## config.mk

```make
export PLATFORM = sky130hd
export DESIGN_NAME = arith_unit_seq_flat
export DESIGN_NICKNAME = d
export VERILOG_FILES = /design/src/rtl/arith_unit_seq_if.sv /design/src/rtl/arith_unit_seq.sv /design/src/flat_wrapper.sv
export SDC_FILE = /design/constraint.sdc
export NUM_CORES = 1
export LEC_CHECK = 0
export CAP_MARGIN = 20
export CORE_ASPECT_RATIO = 0.5
export CORE_MARGIN = 5
export CORE_UTILIZATION = 24
export DETAILED_ROUTE_END_ITERATION = 8
export GPL_ROUTABILITY_DRIVEN = 0
export HOLD_SLACK_MARGIN = 0.06
export PLACE_DENSITY = 0.35
export SYNTH_ARGS = -nofsm -noshare
export SYNTH_HDL_FRONTEND = slang
export SYNTH_SLANG_ARGS = --single-unit
```

## constraint.sdc

```tcl
create_clock -name clk -period 6.1 [get_ports clk]
set_input_delay 1.525 -clock clk [delete_from_list [all_inputs] [get_ports clk]]
set_output_delay 1.525 -clock clk [all_outputs]
set_load 0.1 [all_outputs]
```

## src/rtl/arith_unit_seq_if.sv

```systemverilog
`default_nettype none
// ============================================================================
//  Module      : arith_unit_seq_if
//  Description : Operand/result bus of the sequential arithmetic unit.
//                The master (upstream sequencer) presents operands with a
//                valid/ready handshake. The slave (arith_unit_seq) returns a
//                one-cycle result strobe with held Q/overflow.
//  Signals     : in_valid  - operand/op present          (master -> slave)
//                in_ready  - unit can accept              (slave  -> master)
//                A, B      - two's complement operands    (master -> slave)
//                sel       - 00 add, 01 sub, 10 mul, 11 accumulate
//                acc_clear - synchronous accumulator clear
//                out_valid - one-cycle result strobe      (slave  -> master)
//                Q         - result, held between strobes
//                overflow  - exact result not representable, held with Q
//  Revision    : 1.0  initial release
// ============================================================================
interface arith_unit_seq_if #(
    parameter int WIDTH = 8
);
    logic             in_valid;
    logic             in_ready;
    logic [WIDTH-1:0] A;
    logic [WIDTH-1:0] B;
    logic [1:0]       sel;
    logic             acc_clear;
    logic             out_valid;
    logic [WIDTH-1:0] Q;
    logic             overflow;

    modport master (
        output in_valid, A, B, sel, acc_clear,
        input  in_ready, out_valid, Q, overflow
    );

    modport slave (
        input  in_valid, A, B, sel, acc_clear,
        output in_ready, out_valid, Q, overflow
    );
endinterface
`default_nettype wire

```

## src/rtl/arith_unit_seq.sv

```systemverilog
`default_nettype none
// ============================================================================
//  Module      : arith_unit_seq
//  Description : Registered arithmetic unit: add, subtract, multi-cycle
//                shift-add signed multiply and a running accumulator, with a
//                wrap (SATURATE=0) or clamp (SATURATE=1) overflow policy.
//  Ports       : clk - system clock, rising edge
//                rst - synchronous reset, active-high
//                bus - arith_unit_seq_if.slave (operands in, result out)
//  Parameters  : WIDTH    - operand/result width, two's complement, >= 2
//                SATURATE - 0 wrap, 1 clamp to MAX/MIN on overflow
//  Revision    : 1.0  initial release
// ============================================================================
module arith_unit_seq #(
    parameter int WIDTH    = 8,
    parameter bit SATURATE = 1'b0
) (
    input wire logic        clk,
    input wire logic        rst,
    arith_unit_seq_if.slave bus
);
    localparam int c_pw = 2 * WIDTH;
    localparam int c_cw = $clog2(WIDTH);
    localparam logic [c_cw-1:0]  c_last = c_cw'(WIDTH - 1);
    localparam logic [c_cw-1:0]  c_one  = c_cw'(1);
    localparam logic [WIDTH-1:0] c_max  = {1'b0, {(WIDTH-1){1'b1}}};
    localparam logic [WIDTH-1:0] c_min  = {1'b1, {(WIDTH-1){1'b0}}};
    localparam logic [1:0] c_op_add = 2'b00;
    localparam logic [1:0] c_op_sub = 2'b01;
    localparam logic [1:0] c_op_mul = 2'b10;
    localparam logic [1:0] c_op_acc = 2'b11;

    typedef enum logic [0:0] {
        ST_IDLE = 1'b0,
        ST_MUL  = 1'b1
    } state_t;

    state_t           state_q;
    logic [WIDTH-1:0] q_q;
    logic             ov_q;
    logic             vld_q;
    logic [WIDTH-1:0] acc_q;
    logic [c_pw-1:0]  mcand_q;
    logic [WIDTH-1:0] mplier_q;
    logic [c_pw-1:0]  prod_q;
    logic             neg_q;
    logic [c_cw-1:0]  cnt_q;

    // Takes an exact result sign-extended to 2*WIDTH bits, returns {ov, Q}.
    // The value fits iff every bit from the WIDTH-1 sign position upwards
    // matches the top bit.
    function automatic logic [WIDTH:0] f_policy(input logic [c_pw-1:0] x);
        logic             ovf;
        logic [WIDTH-1:0] r;
        ovf = (x[c_pw-1:WIDTH-1] != {(c_pw-WIDTH+1){x[c_pw-1]}});
        r   = x[WIDTH-1:0];
        if (SATURATE && ovf) begin
            r = x[c_pw-1] ? c_min : c_max;
        end
        return {ovf, r};
    endfunction

    logic             w_ready;
    logic             w_accept;
    logic [WIDTH-1:0] w_acc_base;
    logic [WIDTH:0]   w_sum;
    logic [c_pw-1:0]  w_sum_wide;
    logic [WIDTH:0]   w_res_alu;
    logic [WIDTH-1:0] w_mag_a;
    logic [WIDTH-1:0] w_mag_b;
    logic [c_pw-1:0]  w_partial;
    logic [c_pw-1:0]  w_prod;
    logic [WIDTH:0]   w_res_mul;

    assign w_ready  = (state_q == ST_IDLE) && !rst;
    assign w_accept = bus.in_valid && w_ready;

    // A coincident clear wins over the stored value, so clear+accumulate
    // yields policy(0 + A).
    assign w_acc_base = bus.acc_clear ? '0 : acc_q;

    // Exact add/sub/accumulate at WIDTH+1 bits, which cannot overflow.
    always_comb begin
        w_sum = '0;
        case (bus.sel)
            c_op_add: w_sum = {bus.A[WIDTH-1], bus.A} + {bus.B[WIDTH-1], bus.B};
            c_op_sub: w_sum = {bus.A[WIDTH-1], bus.A} - {bus.B[WIDTH-1], bus.B};
            default:  w_sum = {w_acc_base[WIDTH-1], w_acc_base} + {bus.A[WIDTH-1], bus.A};
        endcase
    end

    assign w_sum_wide = {{(c_pw-WIDTH-1){w_sum[WIDTH]}}, w_sum};
    assign w_res_alu  = f_policy(w_sum_wide);

    // Unsigned magnitudes: negating MIN gives 100..0, which read unsigned
    // is exactly abs(MIN).
    assign w_mag_a = bus.A[WIDTH-1] ? (~bus.A + 1'b1) : bus.A;
    assign w_mag_b = bus.B[WIDTH-1] ? (~bus.B + 1'b1) : bus.B;

    // One multiplier bit per cycle; the last partial sum is the full
    // magnitude product, negated when the operand signs differ.
    assign w_partial = prod_q + (mplier_q[0] ? mcand_q : '0);
    assign w_prod    = neg_q ? (~w_partial + 1'b1) : w_partial;
    assign w_res_mul = f_policy(w_prod);

    always_ff @(posedge clk) begin
        if (rst) begin
            state_q  <= ST_IDLE;
            q_q      <= '0;
            ov_q     <= 1'b0;
            vld_q    <= 1'b0;
            acc_q    <= '0;
            mcand_q  <= '0;
            mplier_q <= '0;
            prod_q   <= '0;
            neg_q    <= 1'b0;
            cnt_q    <= '0;
        end else begin
            vld_q <= 1'b0;
            if (bus.acc_clear) begin
                acc_q <= '0;
            end
            case (state_q)
                ST_IDLE: begin
                    if (w_accept) begin
                        if (bus.sel == c_op_mul) begin
                            state_q  <= ST_MUL;
                            mcand_q  <= {{WIDTH{1'b0}}, w_mag_a};
                            mplier_q <= w_mag_b;
                            prod_q   <= '0;
                            neg_q    <= bus.A[WIDTH-1] ^ bus.B[WIDTH-1];
                            cnt_q    <= '0;
                        end else begin
                            q_q   <= w_res_alu[WIDTH-1:0];
                            ov_q  <= w_res_alu[WIDTH];
                            vld_q <= 1'b1;
                            if (bus.sel == c_op_acc) begin
                                acc_q <= w_res_alu[WIDTH-1:0];
                            end
                        end
                    end
                end
                ST_MUL: begin
                    prod_q   <= w_partial;
                    mcand_q  <= mcand_q << 1;
                    mplier_q <= mplier_q >> 1;
                    cnt_q    <= cnt_q + c_one;
                    if (cnt_q == c_last) begin
                        state_q <= ST_IDLE;
                        q_q     <= w_res_mul[WIDTH-1:0];
                        ov_q    <= w_res_mul[WIDTH];
                        vld_q   <= 1'b1;
                    end
                end
                default: state_q <= ST_IDLE;
            endcase
        end
    end

    assign bus.in_ready  = w_ready;
    assign bus.out_valid = vld_q;
    assign bus.Q         = q_q;
    assign bus.overflow  = ov_q;
endmodule
`default_nettype wire

```

## src/flat_wrapper.sv

```systemverilog
// flat-port wrapper written by rule: the top's interface ports become plain ports
module arith_unit_seq_flat 
#(
    parameter int WIDTH    = 8,
    parameter bit SATURATE = 1'b0
)
  (clk, rst, bus_in_valid, bus_A, bus_B, bus_sel, bus_acc_clear, bus_in_ready, bus_out_valid, bus_Q, bus_overflow);
  arith_unit_seq_if #(.WIDTH(WIDTH)) bus_i ();
  input wire logic clk;
  input wire logic rst;
  input wire logic [$bits(bus_i.in_valid)-1:0] bus_in_valid;
  input wire logic [$bits(bus_i.A)-1:0] bus_A;
  input wire logic [$bits(bus_i.B)-1:0] bus_B;
  input wire logic [$bits(bus_i.sel)-1:0] bus_sel;
  input wire logic [$bits(bus_i.acc_clear)-1:0] bus_acc_clear;
  output wire logic [$bits(bus_i.in_ready)-1:0] bus_in_ready;
  output wire logic [$bits(bus_i.out_valid)-1:0] bus_out_valid;
  output wire logic [$bits(bus_i.Q)-1:0] bus_Q;
  output wire logic [$bits(bus_i.overflow)-1:0] bus_overflow;
  assign bus_i.in_valid = bus_in_valid;
  assign bus_i.A = bus_A;
  assign bus_i.B = bus_B;
  assign bus_i.sel = bus_sel;
  assign bus_i.acc_clear = bus_acc_clear;
  assign bus_in_ready = bus_i.in_ready;
  assign bus_out_valid = bus_i.out_valid;
  assign bus_Q = bus_i.Q;
  assign bus_overflow = bus_i.overflow;
  arith_unit_seq #(.WIDTH(WIDTH), .SATURATE(SATURATE)) u_core (.clk(clk), .rst(rst), .bus(bus_i));
endmodule
```

* Yosys cells after proc, flatten, opt, wreduce, memory -nomap -nowiden
Cells that the tools add are included.
** Cells by class
- Add/sub/neg operators :: 8
- Eq/ne operators :: 10
- Mux-type cells :: 38
- Bitwise gates (word level) :: 5
- Reductions and logical operators :: 7
** Operators with widths (number)
- 16-bit 2-to-1 mux :: 6
- 8-bit 2-to-1 mux :: 12
- 16-bit case mux with 2 select lines :: 2
- 8-bit case mux with 2 select lines :: 2
- 8-bit by 8-bit adder with 9-bit output :: 2
- 9-bit case mux with 2 select lines :: 1
- 16-bit by 1-bit adder with 16-bit output (second input constant) :: 1
- 16-bit adder :: 1
- 8-bit by 1-bit adder with 8-bit output (second input constant) :: 2
- 16-bit NOT :: 1
- 8-bit NOT :: 2
- 1-bit 2-to-1 mux :: 9
- 8-bit by 8-bit subtractor with 9-bit output :: 1
- 8-bit != test :: 1
- 3-bit 2-to-1 mux :: 2
- 2-bit != test (second input constant) :: 3
- 1-bit case mux with 2 select lines :: 3
- 3-bit case mux with 2 select lines :: 1
- 3-bit AND reduction :: 2
- 2-bit equality test (second input constant) :: 2
- 3-bit by 1-bit adder with 3-bit output (second input constant) :: 1
- 3-bit equality test (second input constant) :: 1
- 2-bit by 1-bit equality test with 1-bit output (second input constant) :: 1
- 1-bit logical AND :: 2
- 7 further kinds :: 7
** Storage, ports and cells
- Flip-flop bits (word level) :: 63
- Bits of input ports :: 22
- Output and inout port bits :: 11
- Word-level logic and storage cells :: 78

* Depth between registers and ports, before layout
Gate-level depths: netlist (run 1).
- Word-level depth :: 8
- Mapped depth :: 17
- Gate-level depth less buffers :: 17

* Worst setup path before layout (run 1)
Ideal clock, no wire load.
- Path kind :: input to output
- From :: input port rst
- To :: output port bus_in_ready
- Arrival :: 2.835 ns
- Data required time :: 4.575 ns
- Setup slack :: 1.740 ns
- Stages :: 1
- Path buffers :: 0
- Path through :: nor2_1
** On the way
- Longest elaborated chain between the ends :: 2
** RTL lines
- start, declared :: line flat_wrapper.sv:10 : input wire logic rst;
- 1-bit logical NOT :: line arith_unit_seq.sv:75 : assign w_ready = (state_q == ST_IDLE) && !rst;
- 1-bit logical AND :: line arith_unit_seq.sv:75
- end, declared :: line flat_wrapper.sv:16 : output wire logic [$bits(bus_i.in_ready)-1:0] bus_in_ready;
No other way between the ends.

* Worst setup path after layout (run 1)
- From :: input port bus_acc_clear
- To :: register u_core.ov_q, in the netlist u_core.bus.overflow
** On the way
- Longest elaborated chain between the ends :: 7
** RTL lines
- start, declared :: line flat_wrapper.sv:15 : input wire logic [$bits(bus_i.acc_clear)-1:0] bus_acc_clear;
- 8-bit 2-to-1 mux :: line arith_unit_seq.sv:80 : assign w_acc_base = bus.acc_clear ? '0 : acc_q;
- 8-bit by 8-bit adder with 9-bit output :: line arith_unit_seq.sv:88 : default: w_sum = {w_acc_base[WIDTH-1], w_acc_base} + {bus.A[WIDTH-1], bus.A};
- 9-bit case mux with 2 select lines :: line arith_unit_seq.sv:85 : case (bus.sel)
- 1-bit != test :: line arith_unit_seq.sv:55 : ovf = (x[c_pw-1:WIDTH-1] != {(c_pw-WIDTH+1){x[c_pw-1]}});
- 1-bit 2-to-1 mux :: line arith_unit_seq.sv:126 : if (bus.sel == c_op_mul) begin
- 1-bit 2-to-1 mux :: line arith_unit_seq.sv:125 : if (w_accept) begin
- 1-bit case mux with 2 select lines :: line arith_unit_seq.sv:123 : case (state_q)
- end signal, assigned :: line arith_unit_seq.sv:135 : ov_q <= w_res_alu[WIDTH];
- end signal, assigned :: line arith_unit_seq.sv:151 : ov_q <= w_res_mul[WIDTH];
- end, declared :: line arith_unit_seq.sv:40 : logic ov_q;
No other way between the ends. The select of a mux whose other input is x is not followed.
A chain may end at the register's enable or synchronous reset.

==> summary.txt, run 1 <==
Yosys
  • Synth top area cells: dfxtp_1, ha_1, nor2_1, a21oi_1, xnor2_1
  • Syn nets: 685
  • Seq/Total Area, Yosys: 26.4%
  • Post-Synth XOR/XNOR Area: 9.47%
  • Yosys warning total: 0
  • Mean Syn Cell Area: 7.56 µm²
  • Synth Flop Type: dfxtp_1
  • Yosys top cell area share: 26.4%
  • Post-synth EDFFs: 0
  • Largest family of logic cells by synthesized area: simple AND/OR/NAND/NOR gates
  • Asr flop ratio synth: 0%
  • Syn Inst Count: 631
  • Flops & latches, synth: 63
  • Post-Synth Simple-Gate Area: 26.6%
  • Synth Area in Adders: 8.71%
  • Post-Syn Area: 0.00477 mm²
  • Mux contribution to synthesized area: 2.52%
  • Post-synthesis compound-gate area fraction: 22.2%
  • Distinct cells, synth: 58
  • Biggest area consumer among synthesized cells: dfxtp_1

Timing
  • Worst-Margin Slew: 974 ps
  • Highest Clock Rate: 0.208 GHz
  • Hold_ws: 450 ps
  • Worst setup margin: 1280 ps
  • Setup TNS: 0 ps
  • Clock Skew: 7.78 ps
  • Final slew viol count: 0
  • Normalized max-slew margin: 34.9%
  • Final Cycle Share: 79.0%
  • Hold Violations, Final: 0
  • Crit path time final: 4820 ps
  • Final-report setup violation count: 0
  • RSZ-0062 raised after global routing: no

Route
  • Routed vias: 4394
  • Post-route ant nets: 0
  • WL met1: 7460 µm
  • DR WL met2: 6210 µm
  • First-iteration detailed-routing DRC count: 128
  • Vias per inst: 4.79
  • Met3 routed WL: 334 µm
  • Highest routed layer: met4
  • Routed wire per std cell: 15.4 µm
  • Drt first pass iters: 4
  • Routed WL: 14100 µm
  • DR DRC count: 0

Final layout
  • P&R area growth vs syn: 19.1%
  • Core Util, Final: 29.1%
  • Share of cells above drive strength 1: 5.38%
  • # diodes: 0
  • Final nets: 700

GRT
  • Largest net degree at the start of global routing: 91
  • GR Util All Layers: 12.7%
  • Vias in the first global route: 4446
  • Initial antenna violation count: 0
  • Global-route wire length before repair: 23400 µm
  • Remaining Overflow, GRT: 0

Hold path
  • Hold crit path type: reg2reg

Critical path
  • CP Max Fanout: 9
  • Buf+Inv Stages, Crit Path: 2
  • Critical Path End Type: register
  • Crit path launch type: input port
  • Worst path max stage delay: 550 ps
  • Arrival time at the worst endpoint: 5060 ps
  • CP Class: in2reg
  • FF-to-FF setup slack: 1300 ps
  • Required @ worst endpoint: 6340 ps
  • Worst path slowest cell: clkdlybuf4s50_1
  • Worst-path cell chain: clkdlybuf4s50_1 > inv_1 > nand2_1 > ha_1 > a21oi_1 > ha_1 > nor2b_1 > o21ai_0 > a21boi_0 > o21a_1 > nor2_1 > o21ai_0 > xnor2_1 > xnor2_1 > o31a_1 > o32ai_2
  • Worst path top cell family by delay: compound AO/OA/AOI/OAI gates

Clocking
  • Clock Path Buffers: 2
  • Post-CTS Setup Bufs: 0
  • Worst-Skew Late Latency: 330 ps
  • Max H-tree Level: 3
  • Sink Count: 63
  • Hold-fix buffer count after cts: 0
  • Post-CTS Resized: 0
  • Num CTS Buffers: 9
  • Root Buffer: clkbuf_16
  • Worst-path clk slew: 50 ps
  • TritonCTS clock tree: built

Flow run
  • Max-Cap Viols: 0

Die
  • Chip Height: 110 µm
  • Die area: 0.0230 mm²
  • I/O pins: 33
  • Starting Density: 24.4%
  • Die W: 209 µm
  • Core area: 0.0195 mm²
  • Num rows: 36

Pwr
  • Power per cell area: 219 mW/mm²
  • Peak supply drop: 0.104 mV
  • Leak: 2.29 nW

Placed design
  • Setup WS pre-CTS: 921 ps
  • IO buf count: 32
  • DP HPWL: 10200 µm

Run status
  • Outcome: finished clean
## worst reg2reg max path, cell delays in order (launching register included)
cell and delay (ps):
dfxtp_1 510, and2_1 280, ha_1 230, fa_1 420, a21o_1 210, a221oi_2 420, xnor2_1 250, or4b_1 730
nor4_4 400, a31oi_1 160, xnor3_1 380, a211oi_1 500, o32ai_2 160
## sequential cells by signal (all words and copies together) (netlist names)
signal                cells
u_core.state_q            1
u_core.bus.out_valid      1
u_core.prod_q            16
u_core.bus.Q              8
u_core.cnt_q              3
u_core.acc_q              8
u_core.mplier_q           8
u_core.mcand_q           16
u_core.neg_q              1
u_core.bus.overflow       1
## cell usage in the layout, fill, tap and decap left out, drive strengths merged, types with 3 or more instances in the layout
cell type / count
a211oi: 12
a21o: 6
a21oi: 64
a221oi: 3
a22oi: 13
a31oi: 6
and2: 19
and3: 6
buf: 8
clkbuf: 14
clkdlybuf4s50: 30
dfxtp: 63
ha: 30
inv: 18
mux2i: 12
nand2: 63
nand2b: 14
nand3: 5
nand3b: 4
nor2: 96
nor2b: 10
nor3: 10
nor3b: 4
nor4: 4
nor4b: 6
o211ai: 7
o21a: 3
o21ai: 23
o21bai: 3
o31ai: 6
or3: 8
xnor2: 33
xor2: 16
## where the power goes
part	switching, W	internal [W]
Combinational	0.000142	0.0000780
Clock	0.000194	0.000403
Sequential	0.00000802	0.000421
## cell usage after synthesis (14+ instances only)
cell      number
and2_1        19
nand2_1       63
o21ai_0       23
nor2_1        96
clkbuf_1      31
dfxtp_1       63
ha_1          30
inv_1         18
xnor2_1       33
xor2_1        16
nand2b_1      14
a21oi_1       64
## routing by layer
metal	track usage, %	vias up
met4	2.51	0
met3	2.25	9
li1	-	2244
met5	0	-
met1	17.3	2098
met2	21.3	43
## layout make-up
| cell class | instances | area [µm²] |
|---|---|---|
| clock buffers | 14 | 284 |
| clock inverters | 2 | 60.1 |
| fillers | 2120 | 13800 |
| inverters | 18 | 67.6 |
| multi-input cells | 516 | 3310 |
| flip-flops and latches | 63 | 1260 |
| well taps | 266 | 333 |
| repair buffers | 38 | 358 |
## through the flow
| stage | cells | total power [W] | cell area (µm²) |
|---|---|---|---|
| finish | 917 | 0.00125 | 5680 |
| global route | 917 | 0.00131 | 5680 |
| CTS | 917 | 0.00127 | 5680 |
| detailed placement | 901 | 0.000660 | 5330 |
| global placement | 901 | 0.000660 | 5330 |
| floorplan | 631 | 0.000589 | 4770 |
## kinds of logic after synthesis
group                      Yosys count
AOI/OAI and AO/OA                  162
xor gates and xnor gates            50
adders and majority gates           32
buffers and inverters               52
DFF                                 63
muxes                               12
and+or+nand+nor                    260
## path summary, 6_finish.rpt
check	from	endpoint	cells after the start
setup / recovery	bus_acc_clear	u_core.bus.overflow	16
hold / removal	u_core.mplier_q[2]	u_core.mplier_q[2]	2
setup reg to reg	u_core.mplier_q[0]	u_core.bus.overflow	12
hold reg to reg	u_core.mplier_q[2]	u_core.mplier_q[2]	2
(Power assumes the default switching activity.)
==> run 2: changes to the inputs <==
- clock period: 6.1 -> 4.65 ns (I/O delays scaled with it)
==> run 2 against run 1 <==
Net effect:
- final cell count grew 2.0%
- critical path type is now reg2reg
- highest routed layer unchanged
- die area unchanged
- total power grew 22%
- first-iteration DRC count grew 48%
- critical path depth decreased by 2
==> summary.txt, run 2 (synthesized netlist as in run 1, its figures left out) <==
Critical path
  • Worst path max stage delay: 420 ps (was 550 ps)
  • Crit path launch type: register (was input port)
  • Buf+Inv Stages, Crit Path: 1 (was 2)
  • Worst path slowest cell: fa_1 (was clkdlybuf4s50_1)
  • R2R depth: 14 (was 12)
  • Worst-path cell chain: and2_1 > ha_1 > fa_1 > a21o_1 > a221oi_2 > o211ai_1 > a31o_2 > a21oi_1 > xor2_1 > a31oi_1 > xnor3_1 > a211oi_1 > buf_4 > o32ai_2 (was clkdlybuf4s50_1 > inv_1 > nand2_1 > ha_1 > a21oi_1 > ha_1 > nor2b_1 > o21ai_0 > a21boi_0 > o21a_1 > nor2_1 > o21ai_0 > xnor2_1 > xnor2_1 > o31a_1 > o32ai_2)
  • CP Class: reg2reg (was in2reg)
  • CP Max Fanout: 6 (was 9)
  • Required @ worst endpoint: 4830 ps (was 6340 ps)
  • Arrival time at the worst endpoint: 4390 ps (was 5060 ps)
  • Critical Path End Type: register (unchanged)
  • Worst path top cell family by delay: compound AO/OA/AOI/OAI gates (unchanged)
  • Critical Path Stages: 14 (was 16)

Clocking
  • Clock Path Buffers: 2 (unchanged)
  • Sink Count: 63 (unchanged)
  • Worst-Skew Late Latency: 330 ps (about the same)
  • Post-CTS Setup Bufs: 0 (unchanged)
  • TritonCTS clock tree: built (unchanged)
  • Post-CTS Resized: 0 (unchanged)
  • Max H-tree Level: 3 (unchanged)
  • Root Buffer: clkbuf_16 (unchanged)
  • Num CTS Buffers: 9 (unchanged)
  • Worst-path clk slew: 50 ps (about the same)
  • Hold-fix buffer count after cts: 0 (unchanged)

Timing
  • RSZ-0062 raised after global routing: no (unchanged)
  • Final slew viol count: 0 (unchanged)
  • Crit path time final: 4210 ps
  • Highest Clock Rate: 0.237 GHz
  • Setup TNS: 0 ps (unchanged)
  • Hold Violations, Final: 0 (unchanged)
  • Worst-Margin Slew: 982 ps (was 974 ps)
  • Normalized max-slew margin: 34.3% (was 34.9%)
  • Final-report setup violation count: 0 (unchanged)
  • Clock Skew: 9.24 ps (was 7.78 ps)
  • Final Cycle Share: 90.6%
  • Hold_ws: 456 ps (was 450 ps)

GRT
  • Remaining Overflow, GRT: 0 (unchanged)
  • GR Util All Layers: 13.0% (was 12.7%)
  • Initial antenna violation count: 0 (unchanged)
  • Global-route wire length before repair: 24000 µm (was 23400 µm)
  • Vias in the first global route: 4506 (was 4446)
  • Largest net degree at the start of global routing: 91 (unchanged)

Die
  • Num rows: 36 (unchanged)
  • Core area: 0.0195 mm² (unchanged)
  • Die W: 209 µm (unchanged)
  • Starting Density: 24.4% (unchanged)
  • I/O pins: 33 (unchanged)
  • Chip Height: 110 µm (unchanged)
  • Die area: 0.0230 mm² (unchanged)

Route
  • Routed wire per std cell: 15.3 µm (was 15.4 µm)
  • Routed WL: 14300 µm (was 14100 µm)
  • DR DRC count: 0 (unchanged)
  • Drt first pass iters: 4 (unchanged)
  • Post-route ant nets: 0 (unchanged)
  • First-iteration detailed-routing DRC count: 189 (was 128)
  • Vias per inst: 4.67 (was 4.79)
  • Routed vias: 4366 (was 4394)

Final layout
  • Most frequent cells in the layout: nor2_1, a21oi_1, nand2_1 (unchanged)
  • P&R area growth vs syn: 20.9% (was 19.1%)
  • Biggest regs: u_core.mcand_q x16, u_core.prod_q x16 (unchanged)
  • Most common library cell in the layout ignoring fill and taps: nor2_1 (unchanged)
  • Final nets: 720 (was 700)
  • Final-layout fill cell count: 2112 (was 2120)
  • Share of cells above drive strength 1: 7.92% (was 5.38%)
  • # diodes: 0 (unchanged)

Flow run
  • Max-Cap Viols: 0 (unchanged)

Pwr
  • Power per cell area: 263 mW/mm² (was 219 mW/mm²)
  • Leak: 2.36 nW (was 2.29 nW)
  • Peak supply drop: 0.155 mV (was 0.104 mV)

Hold path
  • Hold crit path type: reg2reg (unchanged)
  • Hold path depth: 2 (unchanged)

Placed design
  • IO buf count: 32 (unchanged)
  • DP HPWL: 10600 µm (was 10200 µm)

Run status
  • Outcome: finished clean (unchanged)
## run 2: cell types whose count changed in the layout (fill, tap and decap cells not counted), sizes merged
cell,delta
buf,+20
bufinv,-2
## run 2: metal layers
layer / part of all wire [%] / up-vias / GRT usage [%]
met5: 0 / - / 0
met4: 0.80 / 0 / 2.65
met3: 2.4 / 9 / 2.37
met2: 43 / 39 / 21.2
met1: 54 / 2035 / 18.2
li1: - / 2283 / -
## run 2: metrics by stage
step           util (%)  total power (W)  cell area, µm²  instances  worst slack, ps
2_1_floorplan         -         0.000772            4770        631              737
4_1_cts            29.6          0.00155            5770        935              390
3_3_place_gp       28.1         0.000876            5480        921              103
6_report           29.6          0.00152            5770        935              436
3_5_place_dp       28.1         0.000875            5480        921             56.6
5_1_grt            29.6          0.00160            5770        935             33.1
## run 2: final timing paths
kind / startpoint / endpoint / slack [ps]
max: u_core.mplier_q[0] / u_core.bus.overflow / 440
min: u_core.mplier_q[4] / u_core.mplier_q[3] / 460
max reg2reg: u_core.mplier_q[0] / u_core.bus.overflow / 440
min reg2reg: u_core.mplier_q[4] / u_core.mplier_q[3] / 460
## run 2: area by class of cell
cell class,count,area [µm²],area share [%]
Multi-Input combinational cell,516,3310,57.4
Sequential cell,63,1260,21.9
Timing Repair Buffer,58,508,8.81
Tap cell,266,333,5.77
Clock buffer,14,284,4.93
Inverter,18,67.6,1.17
## run 2: worst reg2reg max path: stages (launching register included)
cell and delay, ps:
dfxtp_1 360, and2_1 180, ha_1 230, fa_1 420
a21o_1 210, a221oi_2 400, o211ai_1 200, a31o_2 280
a21oi_1 250, xor2_1 370, a31oi_1 170, xnor3_1 380
a211oi_1 330, buf_4 190, o32ai_2 70
## run 2: where the power goes
part / total (W) / internal, W / leakage, nW / switching [W]
combinational: 0.000297 / 0.000110 / 1.71 / 0.000187
sequential: 0.000562 / 0.000552 / 0.510 / 0.0000100
clock: 0.000657 / 0.000414 / 0.141 / 0.000243
